### src/rtl/nd_stream_buffer_pkg.sv
// Shared defaults for the nd_stream_buffer slice.
// Neighbouring UHD-chain blocks import these so sample widths agree.
package nd_stream_buffer_pkg;

  localparam int ND_WDTH       = 32;
  localparam int ND_DEPTH_LOG2 = 4;

endpackage

### src/rtl/nd_buffer_ram.sv
// Simple dual-port RAM: one write port, one registered read port.
// The read register clears on reset and holds when no read is issued.
module nd_buffer_ram
  import nd_stream_buffer_pkg::*;
#(
  parameter int WDTH       = ND_WDTH,
  parameter int DEPTH_LOG2 = ND_DEPTH_LOG2
) (
  input  logic                  i_clk,
  input  logic                  i_rst,
  input  logic                  i_we,
  input  logic [DEPTH_LOG2-1:0] i_waddr,
  input  logic [WDTH-1:0]       i_wdata,
  input  logic                  i_re,
  input  logic [DEPTH_LOG2-1:0] i_raddr,
  output logic [WDTH-1:0]       o_rdata
);

  logic [WDTH-1:0] r_mem [2**DEPTH_LOG2];
  logic [WDTH-1:0] r_rdata;

  // Array write; contents need no reset.
  always_ff @(posedge i_clk) begin
    if (i_we) r_mem[i_waddr] <= i_wdata;
  end

  // Registered read; a same-address write returns the old word.
  always_ff @(posedge i_clk or posedge i_rst) begin
    if (i_rst) begin
      r_rdata <= '0;
    end else if (i_re) begin
      r_rdata <= r_mem[i_raddr];
    end
  end

  assign o_rdata = r_rdata;

endmodule

### src/rtl/nd_stream_buffer.sv
// Elastic FIFO after the DSP qa stage: no input backpressure,
// drops samples when full and flags a sticky overflow.
module nd_stream_buffer
  import nd_stream_buffer_pkg::*;
#(
  parameter int WDTH       = ND_WDTH,
  parameter int DEPTH_LOG2 = ND_DEPTH_LOG2
) (
  input  logic                  clk,
  input  logic                  reset,
  input  logic [WDTH-1:0]       in_data,
  input  logic                  in_nd,
  input  logic                  out_rdy,
  output logic [WDTH-1:0]       out_data,
  output logic                  out_nd,
  output logic [DEPTH_LOG2:0]   fill,
  output logic                  overflow
);

  localparam logic [DEPTH_LOG2:0] FULL = {1'b1, {DEPTH_LOG2{1'b0}}};

  logic [DEPTH_LOG2-1:0] r_wp;
  logic [DEPTH_LOG2-1:0] r_rp;
  logic [DEPTH_LOG2:0]   r_fill;
  logic                  r_out_nd;
  logic                  r_overflow;

  logic w_rd;
  logic w_wr;
  logic w_drop;
  logic w_full;

  assign w_full = (r_fill == FULL);
  assign w_rd   = out_rdy && (r_fill != '0);
  assign w_wr   = in_nd && (!w_full || w_rd);
  assign w_drop = in_nd && w_full && !w_rd;

  nd_buffer_ram #(
    .WDTH       (WDTH),
    .DEPTH_LOG2 (DEPTH_LOG2)
  ) u_ram (
    .i_clk   (clk),
    .i_rst   (reset),
    .i_we    (w_wr),
    .i_waddr (r_wp),
    .i_wdata (in_data),
    .i_re    (w_rd),
    .i_raddr (r_rp),
    .o_rdata (out_data)
  );

  // Pointer, occupancy, strobe and sticky-overflow bookkeeping.
  always_ff @(posedge clk or posedge reset) begin
    if (reset) begin
      r_wp       <= '0;
      r_rp       <= '0;
      r_fill     <= '0;
      r_out_nd   <= 1'b0;
      r_overflow <= 1'b0;
    end else begin
      r_out_nd <= w_rd;
      if (w_wr) r_wp <= r_wp + DEPTH_LOG2'(1);
      if (w_rd) r_rp <= r_rp + DEPTH_LOG2'(1);
      if (w_wr && !w_rd) begin
        r_fill <= r_fill + (DEPTH_LOG2 + 1)'(1);
      end else if (w_rd && !w_wr) begin
        r_fill <= r_fill - (DEPTH_LOG2 + 1)'(1);
      end
      if (w_drop) r_overflow <= 1'b1;
    end
  end

  assign out_nd   = r_out_nd;
  assign fill     = r_fill;
  assign overflow = r_overflow;

endmodule
### config.mk
export PLATFORM = sky130hd
export DESIGN_NAME = nd_stream_buffer
export DESIGN_NICKNAME = d
export VERILOG_FILES = /design/src/rtl/nd_stream_buffer_pkg.sv /design/src/rtl/nd_buffer_ram.sv /design/src/rtl/nd_stream_buffer.sv
export SDC_FILE = /design/constraint.sdc
export NUM_CORES = 1
export LEC_CHECK = 0
export BUFFER_PORTS_ARGS = -buffer_cell sky130_fd_sc_hd__buf_2
export CORE_UTILIZATION = 45
export DETAILED_ROUTE_END_ITERATION = 12
export PLACE_DENSITY = 0.63
export SYNTH_ARGS = -nofsm -noshare
export SYNTH_HDL_FRONTEND = slang
export SYNTH_SLANG_ARGS = --single-unit
### constraint.sdc
create_clock -name clk -period 4.4 [get_ports clk]
set_input_delay 0.66 -clock clk [delete_from_list [all_inputs] [get_ports clk]]
set_output_delay 0.66 -clock clk [all_outputs]
set_load 0.005 [all_outputs]
==> impl_metrics.env <==
export IMPL_status="complete, but fails checks"
export IMPL_violations="DRC"
export IMPL_crit_type="reg2reg"
export IMPL_io_pins=75
export IMPL_async_flop_share_pct=8.408
export IMPL_n_fill_cell=3676
export IMPL_ys_flop_type="edfxtp_1"
export IMPL_start_util_pct=45.81
export IMPL_timing_rr_end="u_ram.r_mem[5][10]$_DFFE_PP_"
export IMPL_final_setup_tns_ns=0
export IMPL_overflow=0
export IMPL_diodes=0
export IMPL_critPathLaunchType="flip-flop"
export IMPL_leakagePower_nw=7.984
export IMPL_worst_path_buf_inv=1
export IMPL_firstDrtPassIters=8
export IMPL_critPathMaxFanout=20
export IMPL_synth_most_common_cell="edfxtp_1"
export IMPL_grt_pass1_wl_um=68850
export IMPL_post_route_util_pct=52.02
export IMPL_cts_hold_buf=0
export IMPL_rows=79
export IMPL_p_per_area_nw_per_um2=643.0
export IMPL_cp_required_ns=4.69
export IMPL_r2r_setup_slack_ns=1.38
export IMPL_final_max_slew_viol_count=0
export IMPL_area_growth_pct=13.57
export IMPL_cts_buffers=56
export IMPL_slowest_delay_ns=0.67
export IMPL_syn_inst=980
export IMPL_synthTopCellsByArea="edfxtp_1, mux4_2, dfrtp_1"
export IMPL_cp_end_kind="flip-flop"
export IMPL_vias_per_cell=5.666
export IMPL_gp_congestion=0.7750
export IMPL_drt_initial_drc_count=902
export IMPL_synthTopCellsByCount="edfxtp_1, mux4_2, nand2_1"
export IMPL_cts_max_level=2
export IMPL_avgSynthCellArea_um2=21.81
export IMPL_ys_seq_area_share_pct=77.45
export IMPL_synth_edf_count=512
export IMPL_hpwl_um=27650
export IMPL_power_mw=15.61
export IMPL_synth_area_um2=21370
export IMPL_post_synth_top_area_cell="edfxtp_1"
export IMPL_hold_violations=0
export IMPL_yosysWarnings=0
export IMPL_period_share_pct=68.66
export IMPL_path_delay_family="simple AND/OR/NAND/NOR gates"
export IMPL_routed_wl_um=46090
export IMPL_core_um2=46650
export IMPL_crit_end="u_ram.r_mem[5][10]$_DFFE_PP_"
export IMPL_cts_buffer_depth=3
export IMPL_tightest_slew_ns=0.9255
export IMPL_critPathLaunch="fill[0]$_DFFE_PP0P_"
export IMPL_port_buffers=74
export IMPL_worstPathCellList="or4_4 -> nor3b_2 -> nor2b_1 -> nand2_1 -> nor2_4 -> buf_4"
export IMPL_path_depth=6
export IMPL_hold_class="in2async"
export IMPL_cts_resized_gates=0
export IMPL_antenna_found_initial=3
export IMPL_die_w_um=219.9
export IMPL_synth_top_area_share_pct=71.94
export IMPL_cts_tree="built"
export IMPL_cts_sinks=559
export IMPL_vias=9881
export IMPL_grt_start_max_net_pins=67
export IMPL_fin_skew_ns=0.02782
export IMPL_setup_viol=0
export IMPL_arrival_ns=3.31
export IMPL_cts_root_buf="clkbuf_16"
export IMPL_ys_ff_latch=559
export IMPL_ant_nets=0
export IMPL_reg2reg_from="fill[0]$_DFFE_PP0P_"
export IMPL_remaining_drc_errors=10
export IMPL_rsz0062_at_grt="no"
export IMPL_maxSlewHeadroom_pct=38.30
export IMPL_ys_types=35
export IMPL_drive_gt1_share_pct=30.69
export IMPL_post_cts_buffers=0
export IMPL_syn_num_nets=1026
export IMPL_grt_usage_pct=19.88
export IMPL_peakVddDrop_mv=0.3755
export IMPL_r2r_cells=6
export IMPL_dieArea_um2=48360
export IMPL_drv_cap=0
export IMPL_grt_pass1_vias=10280
export IMPL_clock_latency_ns=0.60
export IMPL_chipHeight_um=219.9
export IMPL_slowest_stage="nor2b_1"
export IMPL_fmax_mhz=331.0
export IMPL_finalCriticalPeriod_ns=3.021
export IMPL_clkSlewWorstSetupHoldPaths_ns=0.06
export IMPL_nets=1137
export IMPL_wl_per_cell_um=26.43
## state kept, by name (all words and copies together) (netlist names)
register,count
r_rp,4
overflow,1
out_nd,1
u_ram.o_rdata,32
u_ram.r_mem,512
fill,5
r_wp,4
## worst min path at each step
stage	endpoint	slack, ns	cells past startpoint
after global placement	u_ram.o_rdata[30]$_DFFE_PP0N_	0.46	2
after CTS	u_ram.o_rdata[31]$_DFFE_PP0N_	0.26	2
final	u_ram.o_rdata[31]$_DFFE_PP0N_	0.25	2
after global routing	u_ram.o_rdata[31]$_DFFE_PP0N_	0.30	2
after detailed placement	u_ram.o_rdata[6]$_DFFE_PP0N_	0.47	2
after floorplan	overflow$_DFFE_PP0P_	0.45	1
## through the flow
| stage | setup WS [ns] | cells | hold WS (ns) | area [µm²] |
|---|---|---|---|---|
| floorplan | 0.6660 | 980 | 0.4510 | 21370 |
| global placement | 1.151 | 1640 | 0.4572 | 22540 |
| detailed placement | 1.120 | 1640 | 0.4685 | 22540 |
| CTS | 1.276 | 1744 | 0.2606 | 24270 |
| global route | 1.038 | 1744 | 0.2982 | 24270 |
| finish | 1.379 | 1744 | 0.2453 | 24270 |
## cell type report
type | instances | area, µm² | area share, %
multi-input cells | 358 | 4522 | 18.63
clock inverters | 23 | 151.4 | 0.6238
repair buffers | 108 | 663.1 | 2.732
clock buffers | 81 | 1578 | 6.501
flip-flops and latches | 559 | 16560 | 68.24
inverters | 8 | 35.03 | 0.1444
well taps | 607 | 759.5 | 3.129
## cell families (layout without fill, tap and decap cells)
group	after synthesis	after routing	synth area share, %
AO/OA/AOI/OAI	73	73	2.494
XOR/XNOR	10	10	0.4099
adder cells (fa/ha/maj)	10	10	0.6206
buffers and inverters	63	220	1.920
flip-flops	559	559	77.45
multiplexers	162	162	15.08
AND/OR/NAND/NOR	103	103	2.026
## where the power goes
part           leakage (nW)  switching [mW]  internal (mW)  total, mW
registers              5.18           0.441           6.52       6.96
logic                  1.95            2.28           1.89       4.17
clock network         0.847            1.94           2.54       4.48
total                  7.98            4.66           10.9       15.6
## worst register-to-register path, cell delays in order, from the launching register on
cell and delay (ns):
dfrtp_1 0.42, or4_4 0.17, nor3b_2 0.05, nor2b_1 0.67
nand2_1 0.42, nor2_4 0.63, buf_4 0.35
## cells in the final DEF (no fill, tap or decap), types with 2 or more instances in the layout
cell type    n
a21o_1       3
a21oi_1      2
buf_12       3
buf_2       74
buf_4       31
clkbuf_1    19
clkbuf_16   58
clkbuf_8     4
clkinv_1     8
clkinv_2    10
dfrtp_1     43
dfrtp_2      2
dfrtp_4      2
edfxtp_1   512
ha_1         9
inv_1        6
inv_6        2
mux2i_1     34
mux4_2     128
nand2_1     75
nand2b_1     2
nand4_1      2
nor2_1       2
nor2_4      12
nor3_2       4
o21ai_0     16
o21ai_1     11
o21ai_2      8
o221ai_1    32
xnor2_1      8
xor2_1       2
## metal layers
metal / wire length [µm] / part of all wire, % / up-vias / GRT usage (%)
li1: - / - / 4273 / -
met1: 19660 / 43 / 5257 / 27.32
met2: 23020 / 50 / 280 / 32.79
met3: 2347 / 5.1 / 69 / 2.981
met4: 1050 / 2.3 / 2 / 6.345
met5: 10 / 0.022 / - / 0
(Power assumes the default switching activity.)
